$ cat config.mk
export PLATFORM = sky130hd
export DESIGN_NAME = mem_arbiter
export DESIGN_NICKNAME = d
export VERILOG_FILES = /design/src/rtl/mem_arbiter.sv
export SDC_FILE = /design/constraint.sdc
export NUM_CORES = 1
export LEC_CHECK = 0
export CORE_MARGIN = 2
export CORE_UTILIZATION = 37
export DETAILED_ROUTE_END_ITERATION = 16
export PLACE_DENSITY = 0.75
export SYNTH_ARGS = -nofsm -noshare
export SYNTH_HDL_FRONTEND = slang
export SYNTH_SLANG_ARGS = --single-unit
$ cat constraint.sdc
create_clock -name clk -period 2 [get_ports clk]
set_clock_uncertainty 0.15 [all_clocks]
set_input_delay 0.4 -clock clk [delete_from_list [all_inputs] [get_ports clk]]
set_output_delay 0.4 -clock clk [all_outputs]
set_load 0.03 [all_outputs]
$ cat src/rtl/mem_arbiter.sv
// mem_arbiter: two-port round-robin arbiter in front of a single-ported
// word memory. Port 0 (fetch) only reads; port 1 (data) reads or writes.
// Each access is IDLE -> ACCESS -> RESP, so a request granted at one edge is
// acknowledged in the cycle after the second edge that follows it.
//
// Ports:
//   clk, reset                 clock, asynchronous active-high reset
//   f_req, f_addr              fetch request (always a read) and word address
//   f_ack, f_rdata             fetch completion pulse and registered read data
//   d_req, d_we, d_addr,       data request, 1 = store / 0 = load,
//   d_wdata                    word address and store data
//   d_ack, d_rdata             data completion pulse and registered read data
//   mem_cmd                    2'b00 none, 2'b01 read, 2'b11 write
//   mem_addr, mem_wdata        memory address and write data
//   mem_rdata                  memory read data, valid the cycle after a read
//   busy                       high whenever the arbiter is not IDLE
module mem_arbiter (
  input  logic        clk,
  input  logic        reset,
  input  logic        f_req,
  input  logic [8:0]  f_addr,
  output logic        f_ack,
  output logic [15:0] f_rdata,
  input  logic        d_req,
  input  logic        d_we,
  input  logic [8:0]  d_addr,
  input  logic [15:0] d_wdata,
  output logic        d_ack,
  output logic [15:0] d_rdata,
  output logic [1:0]  mem_cmd,
  output logic [8:0]  mem_addr,
  output logic [15:0] mem_wdata,
  input  logic [15:0] mem_rdata,
  output logic        busy
);

  typedef enum logic [1:0] {
    IDLE   = 2'd0,
    ACCESS = 2'd1,
    RESP   = 2'd2
  } state_t;

  state_t state;

  // last_grant doubles as the "currently granted port" once an access starts,
  // since it is updated at the moment of grant.
  logic last_grant;
  logic cur_we;
  logic pick_data;

  // The data port wins when it is the only requester, or when both request
  // and the fetch port was served most recently.
  assign pick_data = d_req && (!f_req || !last_grant);

  assign busy = (state != IDLE);

  // mem_addr and mem_wdata double as the latched request registers, so later
  // changes on the request ports cannot disturb an access in progress.
  always_ff @(posedge clk or posedge reset) begin
    if (reset) begin
      state      <= IDLE;
      last_grant <= 1'b1;
      cur_we     <= 1'b0;
      mem_cmd    <= 2'b00;
      mem_addr   <= '0;
      mem_wdata  <= '0;
      f_ack      <= 1'b0;
      d_ack      <= 1'b0;
      f_rdata    <= '0;
      d_rdata    <= '0;
    end else begin
      case (state)
        IDLE: begin
          f_ack   <= 1'b0;
          d_ack   <= 1'b0;
          mem_cmd <= 2'b00;
          if (f_req || d_req) begin
            last_grant <= pick_data;
            if (pick_data) begin
              mem_addr  <= d_addr;
              mem_wdata <= d_wdata;
              cur_we    <= d_we;
              mem_cmd   <= d_we ? 2'b11 : 2'b01;
            end else begin
              mem_addr  <= f_addr;
              mem_wdata <= '0;
              cur_we    <= 1'b0;
              mem_cmd   <= 2'b01;
            end
            state <= ACCESS;
          end
        end

        ACCESS: begin
          mem_cmd <= 2'b00;
          state   <= RESP;
        end

        // Memory read data is valid during RESP; capture it into the granted
        // port only, and raise that port's ack for the following cycle.
        RESP: begin
          if (!cur_we) begin
            if (last_grant) begin
              d_rdata <= mem_rdata;
            end else begin
              f_rdata <= mem_rdata;
            end
          end
          f_ack <= !last_grant;
          d_ack <= last_grant;
          state <= IDLE;
        end

        default: begin
          mem_cmd <= 2'b00;
          f_ack   <= 1'b0;
          d_ack   <= 1'b0;
          state   <= IDLE;
        end
      endcase
    end
  end

endmodule

After elaboration in Yosys (flattened, before gate mapping)
Cells that the tools add are included.
- bits of input ports: 55
- bits in registers: 65
- output and inout bits: 62
- reduce and logical (&&, ||, !) cells: 10
- multiplexer cells: 11
- bitwise logic cells: 2
- eq/ne operators: 3
- operators with widths (kind ; number):
    $mux W16 ; 1
    $mux W9 ; 1
    $mux W2 ; 4
    $pmux W2 S2 ; 2
    $reduce_and A3 Y1 ; 2
    $pmux W1 S2 ; 2
    $eq A2 B1 Y1 const B ; 1
    $eq A2 B2 Y1 const B ; 1
    $logic_not A1 Y1 ; 2
    $logic_not A2 Y1 ; 1
    $logic_or A1 B1 Y1 ; 2
    $ne A2 B2 Y1 const B ; 1
    $not A1 Y1 ; 2
    $reduce_and A2 Y1 ; 1
    $reduce_bool A2 Y1 ; 1
    $logic_and A1 B1 Y1 ; 1
    $mux W1 ; 1

Logic depth before layout (Yosys ltp)
Gate-level depths: netlist of run 1.
- word-level depth: 6
- mapped depth: 5
- depth with buffers taken out: 3

Worst setup path before layout of run 1
No wires, ideal clock.
- path kind: register -> register
- from: reg last_grant
- to: reg d_rdata[0]
- arrival time: 1436 ps
- setup slack: 289 ps
- data required time: 1725 ps
- library setup time: 125 ps
- clock period less this slack: 1711 ps
- cell stages (with the launch flop): 4
- path through: dfstp_2 -> nor3b_4 -> buf_12 -> mux2_4
- cells in the longest elaborated chain, start to end: 1
- ends and longest elaborated chain (element ; line ; text):
    start, declared ; 47 ; logic last_grant;
    start signal, assigned ; 78 ; last_grant <= pick_data;
    $reduce_and A3 Y1 (no line) ; n/a ;
    end signal, assigned ; 104 ; d_rdata <= mem_rdata;
    end, declared ; 29 ; output logic [15:0] d_rdata,
No other way between the ends.
A chain may end at the register's enable or synchronous reset.

Worst setup path after layout of run 1
- from: reg mem_wdata[13]
- to: out mem_wdata[13]
- RTL lines (element ; line ; text):
    start, declared ; 32 ; output logic [15:0] mem_wdata,
    start signal, assigned ; 81 ; mem_wdata <= d_wdata;
No word-level cell between the ends.

==> flow_metrics.py, run 1 <==
metrics = {
    "setup_path": {
        "worstPathRequired_ns": 1.45,
        "critPathMaxStageDelay_ns": 0.69,
        "arrival_ns": 1.37,
        "crit_path_start": "mem_wdata[13]",
        "start_kind": "register",
        "cp_max_fo": 2,
        "cp-end-kind": "primary output",
        "critPathBufInv": 1,
        "slowest_stage": "clkdlybuf4s50_1",
        "worstPathCellList": "clkdlybuf4s50_1",
        "r2r-start": "last_grant",
        "crit_family": "buffers and inverters",
        "criticalPathCategory": "register to primary output",
    },
    "layout": {
        "area_growth_pct": 60.9,
        "final_nets": 344,
        "fin_util": 0.616,
        "fin_area_mm2": 0.00421,
        "drive_gt1_frac": 0.289,
        "n_antenna_cell": 0,
    },
    "routing": {
        "vias": 1825,
        "dr.pass1.iters": 4,
        "ant_nets": 0,
        "wl_mm": 5.56,
        "drc_errors": 0,
        "drt-initial-drc-count": 24,
        "wl_per_cell_um": 14.3,
        "viasPerCell": 4.68,
    },
    "timing": {
        "finalHoldViolCount": 0,
        "period_needed_ns": 1.92,
        "worst_slew_pin_slew_ns": 0.361,
        "rsz0062_at_grt": "false",
        "fmaxAchievable_ghz": 0.521,
        "post-route-period-util": 0.960,
        "final_max_slew_viol_count": 0,
        "setup_viol": 0,
        "hold_ws_ns": 0.331,
        "relSlewSlack": 0.758,
    },
    "synth": {
        "async_flop_share": 1.00,
        "synth.top_cells.by_count": "dfrtp_1, mux2_2, mux2_4",
        "synth_area_per_cell_um2": 16.3,
        "syn_inst": 160,
        "yosysMostFrequentCell": "dfrtp_1",
        "yosysWarningCount": 0,
        "ys_top_cells_by_area": "dfrtp_1, mux2_2, mux2_4",
        "post_synth_num_cell_types": 24,
        "synth_seq_area_share": 0.623,
        "synth_edf_count": 0,
        "ys.flop_type": "dfrtp_1",
        "ys_ff_latch": 65,
        "syn_nets": 215,
        "synth_top_area_frac": 0.613,
        "synth_area_mm2": 0.00261,
        "synth_area_leader_cell": "dfrtp_1",
    },
    "grt": {
        "grt_start_max_net_pins": 66,
        "grt_pass1_vias": 1918,
        "grt_pass1_wl_mm": 9.09,
        "grt.met2_usage": 0.244,
        "antenna_found_initial": 0,
        "grt_overflow": 0,
        "grtUsageMet1": 0.199,
        "grt.busiest_layer": "met2",
        "track_usage": 0.152,
        "grt_use_met3": 0.0452,
    },
    "clock_network": {
        "htree_num_levels": 3,
        "clock_sinks": 65,
        "clkSlewWorstSetupHoldPaths_ns": 0.07,
        "cts_tree": "built",
        "cts_buffer_depth": 2,
        "cts-buffers-inserted": 9,
        "clkLatencyLatePin_ns": 0.32,
        "clock-root-buffer": "clkbuf_8",
    },
    "power": {
        "p_leak_nw": 1.80,
        "p_per_area_mw_per_mm2": 1820,
        "p_total_mw": 7.64,
        "irDropWorstVdd_mv": 0.909,
    },
    "place": {
        "portBuffers": 116,
        "dpl_cell_area_mm2": 0.00398,
        "hpwlAfterDp_mm": 3.92,
        "gp_congestion": 0.681,
    },
    "die": {
        "rows": 30,
        "die-area_mm2": 0.00775,
        "dieWidth_um": 88.1,
        "core_area_mm2": 0.00683,
        "start_util": 0.383,
        "pin_count": 117,
        "fp.dieH_um": 88.1,
    },
    "run": {
        "maxCapViolations": 0,
    },
    "hold_path": {
        "min_path_type": "register to register",
        "hold_path_startpoint": "mem_cmd[0]",
    },
    "status": {
        "status": "completed",
    },
}
==> layout make-up <==
cell class | count | area [µm²]
Tap cell | 96 | 120
Sequential cell | 65 | 1630
Clock inverter | 6 | 91.3
Clock buffer | 10 | 138
Timing Repair Buffer | 126 | 1300
Fill cell | 567 | 2630
Inverter | 3 | 15.0
Multi-Input combinational cell | 84 | 916
==> registers in the layout (all words and copies together), names as in the netlist, 2 cells and up <==
| signal | flops |
|---|---|
| mem_wdata | 16 |
| d_rdata | 16 |
| f_rdata | 16 |
| mem_addr | 9 |
| mem_cmd | 2 |
| state | 2 |
==> logic make-up (layout without fill, tap and decap cells) <==
group,count (synthesis),count (layout),share of synthesized area
and+or+nand+nor,11,11,0.0311
DFF,65,65,0.623
buffers and inverters,11,145,0.0282
muxes,50,50,0.241
AOI/OAI and AO/OA,23,23,0.0766
==> final timing paths <==
check | endpoint | depth (start not counted) | slack [ns]
worst max-delay path | mem_wdata[13] | 1 | 0.08
worst min-delay path | mem_cmd[0] | 2 | 0.33
worst max register to register | mem_addr[5] | 4 | 0.28
worst min register to register | mem_cmd[0] | 2 | 0.33
max in group asynchronous | last_grant | 3 | 1.03
min in group asynchronous | d_rdata[7] | 3 | 0.37
==> report_power, final <==
group          internal (mW)  switching (mW)  total (mW)
combinational           1.99            2.06        4.05
clock                  0.737           0.496        1.23
sequential              1.97           0.379        2.35
==> layer usage <==
layer	vias to the layer above	part of all wire
met3	6	0.072
met4	0	0.011
met2	76	0.47
met5	-	0
met1	904	0.45
li1	839	-
==> through the flow <==
stage	setup TNS, ns	worst slack, ns	instances
global route	0	0.0260	390
detailed placement	-0.915	-0.124	374
finish	0	0.0799	390
global placement	-0.748	-0.0950	374
floorplan	0	0.289	160
CTS	0	0.0567	390
==> timing repair <==
action	4_1_cts	5_1_grt
setup buffers	0	0
endpoints found under the setup margin	1	0
gates resized for setup	1	0
hold buffers	0	0
==> placed cells by master, fill, tap and decap left out <==
cell               n
mux2_4            18
mux2_2            32
nor2b_1            2
clkbuf_8          10
dfrtp_1           64
a21o_2             1
nand2_1            4
a32o_1             2
a21boi_2           1
clkinvlp_4         4
a22o_1            16
buf_4              5
inv_1              2
and3_1             1
nor3b_4            1
a22o_2             1
nor3_4             1
nor2_1             1
o21ai_0            1
clkdlybuf4s50_1  115
dlygate4sd2_1      1
dfstp_2            1
bufinv_16          2
clkinv_4           1
o21ai_2            1
buf_12             5
nand2b_2           1
(Power assumes the default switching activity.)
==> run 2: changes to the inputs <==
- MAX_ROUTING_LAYER: not set -> met4
- SETUP_SLACK_MARGIN: not set -> 0.15
==> flow_metrics.py, run 2 (same netlist as run 1, synthesis figures left out) <==
metrics = {
    "layout": {
        "drive_gt1_frac": 0.293,
        "n_antenna_cell": 0,
        "fin_util": 0.604,
        "fin_area_mm2": 0.00413,
        "top_regs": "d_rdata (16), f_rdata (16), mem_wdata (16)",
        "area_growth_pct": 57.8,
        "final_cell_mix": "dfrtp_1, dlygate4sd2_1, clkdlybuf4s50_1",
        "final_nets": 344,
        "layout_commonest_cell": "dfrtp_1",
        "finalNonFillerCells": 390,
    },
    "setup_path": {
        "cp-end-kind": "register",
        "crit_family": "buffers and inverters",
        "slowest_stage": "clkdlybuf4s50_1",
        "criticalPathCategory": "input port to register",
        "start_kind": "input port",
        "critPathMaxStageDelay_ns": 0.47,
        "arrival_ns": 1.82,
        "worstPathRequired_ns": 2.05,
        "critPathBufInv": 2,
        "worstPathCellList": "clkdlybuf4s50_1, a21boi_2, buf_12, mux2_4, mux2_2",
        "r2r_slack_ns": 0.28,
        "cp_max_fo": 10,
    },
    "power": {
        "p_per_area_mw_per_mm2": 1740,
        "p_leak_nw": 1.93,
        "p_total_mw": 7.17,
        "p_seq_frac": 0.324,
        "clkPwrFrac": 0.172,
        "internal_power_mw": 4.27,
        "p_sw_frac": 0.405,
        "pwr-share-comb": 0.504,
        "irDropWorstVdd_mv": 0.852,
        "p_sw_mw": 2.90,
    },
    "clock_network": {
        "clock-root-buffer": "clkbuf_8",
        "cts_setup_buffers": 0,
        "clock_sinks": 65,
        "cts_hold_buf": 0,
        "clkLatencyLatePin_ns": 0.32,
        "cts-buffers-inserted": 9,
        "cts_buffer_depth": 2,
        "cts_tree": "built",
        "clkSlewWorstSetupHoldPaths_ns": 0.07,
        "htree_num_levels": 3,
    },
    "routing": {
        "wl_mm": 5.54,
        "route.met2.wl_mm": 2.60,
        "drt-initial-drc-count": 18,
        "vias": 1812,
        "dr.pass1.iters": 4,
        "top_layer": "met4",
        "viasPerCell": 4.65,
        "wl_per_cell_um": 14.2,
        "drc_errors": 0,
        "ant_nets": 0,
        "wirelength_met1_mm": 2.49,
        "wl_met3_um": 391,
    },
    "timing": {
        "fmaxAchievable_ghz": 0.566,
        "relSlewSlack": 0.764,
        "rsz0062_at_grt": "false",
        "finalHoldViolCount": 0,
        "post-route-period-util": 0.884,
        "period_needed_ns": 1.77,
        "setup_viol": 0,
        "final_max_slew_viol_count": 0,
        "worst_slew_pin_slew_ns": 0.355,
    },
    "die": {
        "core_area_mm2": 0.00683,
        "rows": 30,
        "dieWidth_um": 88.1,
        "fp.dieH_um": 88.1,
        "start_util": 0.383,
        "pin_count": 117,
        "die-area_mm2": 0.00775,
    },
    "place": {
        "dpl_cell_area_mm2": 0.00398,
        "gp_congestion": 0.688,
        "placed_cells": 374,
        "hpwlAfterDp_mm": 3.92,
        "portBuffers": 116,
    },
    "grt": {
        "grt_start_max_net_pins": 66,
        "antenna_found_initial": 0,
        "grt_pass1_wl_mm": 9.16,
        "grt_pass1_vias": 1936,
        "grt_overflow": 0,
        "track_usage": 0.158,
    },
    "run": {
        "maxCapViolations": 0,
    },
    "hold_path": {
        "min_path_type": "register to register",
    },
    "status": {
        "status": "completed",
    },
}
[run 2: metal layers]
layer  GRT usage  up-vias
met1       0.204      890
met2       0.247       76
met3      0.0415        6
li1            -      840
met5           -        -
met4      0.0496        0
[run 2: layout make-up]
cell class              count  area (µm²)
clock buffers              10         138
clock inverters             6        91.3
fillers                   578        2710
inverters                   3        15.0
multi-input cells          84         916
flip-flops and latches     65        1630
well taps                  96         120
repair buffers            126        1220
[run 2: tightest hold or removal path, stage by stage (launching register included)]
cell and delay, ns:
dfrtp_1 0.34, nand2_1 0.05, nand2_1 0.06
[run 2: repair_timing]
item	CTS	global route
endpoints found under the hold margin	0	0
setup endpoints to repair	62	1
resized for setup	62	2
[run 2: path summary, 6_finish.rpt]
kind | startpoint | cells past startpoint | end
max in group asynchronous | reset | 3 | last_grant
hold reg to reg | mem_cmd[0] | 2 | mem_cmd[0]
min in group asynchronous | reset | 3 | d_rdata[7]
setup reg to reg | last_grant | 4 | mem_addr[5]
hold / removal | mem_cmd[0] | 2 | mem_cmd[0]
setup / recovery | d_req | 5 | mem_addr[5]
[run 2: per-stage QoR]
stage,worst slack (ns),setup TNS (ns),hold slack (ns)
finish,0.232,0,0.326
global route,0.178,0,0.365
CTS,0.148,0,0.330
detailed placement,-0.124,-0.915,0.318
global placement,-0.0950,-0.748,0.312
floorplan,0.289,0,0.337
[run 2: power groups by stage]
stage | logic (mW) | registers [mW] | clock network [mW]
after floorplan | 1.19 | 3.55 | 0
after global placement | 4.05 | 2.36 | 0
after detailed placement | 4.10 | 2.37 | 0
after CTS | 3.67 | 2.33 | 1.27
after global routing | 3.84 | 2.42 | 1.34
final | 3.62 | 2.33 | 1.23
==> run 3: changes to the inputs <==
- CELL_PAD_IN_SITES_DETAIL_PLACEMENT: not set -> 0
- CELL_PAD_IN_SITES_GLOBAL_PLACEMENT: not set -> 1
- CORE_UTILIZATION: 37 -> 29
- PLACE_DENSITY: 0.75 -> not set
- PLACE_DENSITY_LB_ADDON: not set -> 0.1
- TNS_END_PERCENT: not set -> 20
==> flow_metrics.py, run 3 (same netlist as run 1, synthesis figures left out) <==
metrics = {
    "status": {
        "status": "completed",
    },
    "timing": {
        "period_needed_ns": 1.92,
        "post-route-period-util": 0.960,
        "worst_slew_pin_slew_ns": 0.375,
        "relSlewSlack": 0.749,
        "final_max_slew_viol_count": 0,
        "rsz0062_at_grt": "true",
        "setup_viol": 0,
        "finalHoldViolCount": 0,
        "fmaxAchievable_ghz": 0.521,
    },
    "routing": {
        "wl_mm": 6.11,
        "wl_per_cell_um": 15.0,
        "drc_errors": 0,
        "viasPerCell": 4.48,
        "dr.pass1.iters": 4,
        "vias": 1823,
        "drt-initial-drc-count": 44,
        "ant_nets": 0,
    },
    "clock_network": {
        "htree_num_levels": 3,
        "clkLatencyLatePin_ns": 0.33,
        "cts_buffer_depth": 2,
        "cts_tree": "built",
        "clkSlewWorstSetupHoldPaths_ns": 0.07,
        "cts_setup_buffers": 0,
        "cts_hold_buf": 0,
        "clock_sinks": 65,
        "cts-buffers-inserted": 9,
        "clock-root-buffer": "clkbuf_8",
    },
    "layout": {
        "area_growth_pct": 62.1,
        "layout_commonest_cell": "clkdlybuf4s50_1",
        "finalNonFillerCells": 407,
        "final_cell_mix": "clkdlybuf4s50_1, dfrtp_1, mux2_2",
        "n_antenna_cell": 0,
        "final_nets": 350,
        "fin_area_mm2": 0.00424,
        "drive_gt1_frac": 0.301,
        "top_regs": "d_rdata (16), f_rdata (16), mem_wdata (16)",
    },
    "power": {
        "p_total_mw": 7.43,
        "p_leak_nw": 1.95,
        "irDropWorstVdd_mv": 0.640,
        "p_per_area_mw_per_mm2": 1750,
    },
    "place": {
        "gp_congestion": 0.689,
        "placed_cells": 392,
        "portBuffers": 116,
        "dpl_cell_area_mm2": 0.00404,
        "hpwlAfterDp_mm": 4.55,
    },
    "grt": {
        "antenna_found_initial": 0,
        "grt_pass1_vias": 1919,
        "grt_overflow": 0,
        "grt_pass1_wl_mm": 9.87,
        "track_usage": 0.133,
        "grt_start_max_net_pins": 23,
    },
    "die": {
        "start_util": 0.300,
        "die-area_mm2": 0.00979,
        "rows": 34,
        "dieWidth_um": 98.9,
        "pin_count": 117,
        "fp.dieH_um": 98.9,
        "core_area_mm2": 0.00872,
    },
    "setup_path": {
        "cp_max_fo": 2,
        "arrival_ns": 1.37,
        "crit_family": "buffers and inverters",
        "criticalPathCategory": "register to primary output",
        "cp-end-kind": "primary output",
        "slowest_stage": "clkdlybuf4s50_1",
        "critPathBufInv": 1,
        "worstPathRequired_ns": 1.45,
        "worstPathCellList": "clkdlybuf4s50_1",
        "start_kind": "register",
        "critPathMaxStageDelay_ns": 0.67,
    },
    "hold_path": {
        "min_path_type": "input port to async pin",
    },
    "run": {
        "maxCapViolations": 0,
    },
}
==> run 3: cell types whose count changed in the layout (fill, tap and decap cells not counted), sizes merged <==
cell / change
clkinvlp: -3
clkbuf: +2
clkdlybuf4s50: +41
buf: +6
bufinv: -1
dlymetal6s2s: +9
clkinv: +1
dlygate4sd2: -50
==> run 3: where the power goes <==
part | total (mW) | internal, mW | switching (mW)
combinational | 3.98 | 1.91 | 2.08
clock | 1.11 | 0.633 | 0.473
sequential | 2.34 | 1.97 | 0.367
==> run 3: through the flow <==
step           setup TNS, ns  utilization  setup WS, ns  hold slack, ns
2_1_floorplan              0            -         0.289           0.337
3_3_place_gp           -1.18        0.463        -0.146           0.314
3_5_place_dp           -1.68        0.463        -0.208           0.321
4_1_cts                    0        0.484        0.0637           0.252
5_1_grt                    0        0.486        0.0309           0.279
6_report                   0        0.486        0.0801           0.251
==> run 3: per-layer routing <==
layer	up-vias	wire (µm)	global-route usage
met5	-	0	-
met3	7	547	0.0582
li1	847	-	-
met1	892	2660	0.165
met2	77	2830	0.197
met4	0	76	0.0411
==> run 3: worst paths after layout <==
path,start,to,slack [ns],cells past startpoint
setup reg to reg,last_grant,mem_addr[4],0.27,4
hold reg to reg,f_ack,f_ack,0.33,2
hold / removal,reset,d_rdata[5],0.25,2
setup / recovery,mem_addr[2],mem_addr[2],0.08,1
min in group clk,f_ack,f_ack,0.33,2
max in group asynchronous,reset,last_grant,0.94,3
==> run 3: what timing repair did <==
item	in CTS	in global routing
pin swaps	0	0
resized for setup	12	11
setup endpoints to repair	62	54
==> run 3: final cells by class <==
type,count,area [µm²]
Multi-Input combinational cell,84,916
Tap cell,108,135
Clock inverter,3,40.0
Sequential cell,65,1630
Inverter,3,15.0
Fill cell,799,4480
Timing Repair Buffer,132,1350
Clock buffer,12,155
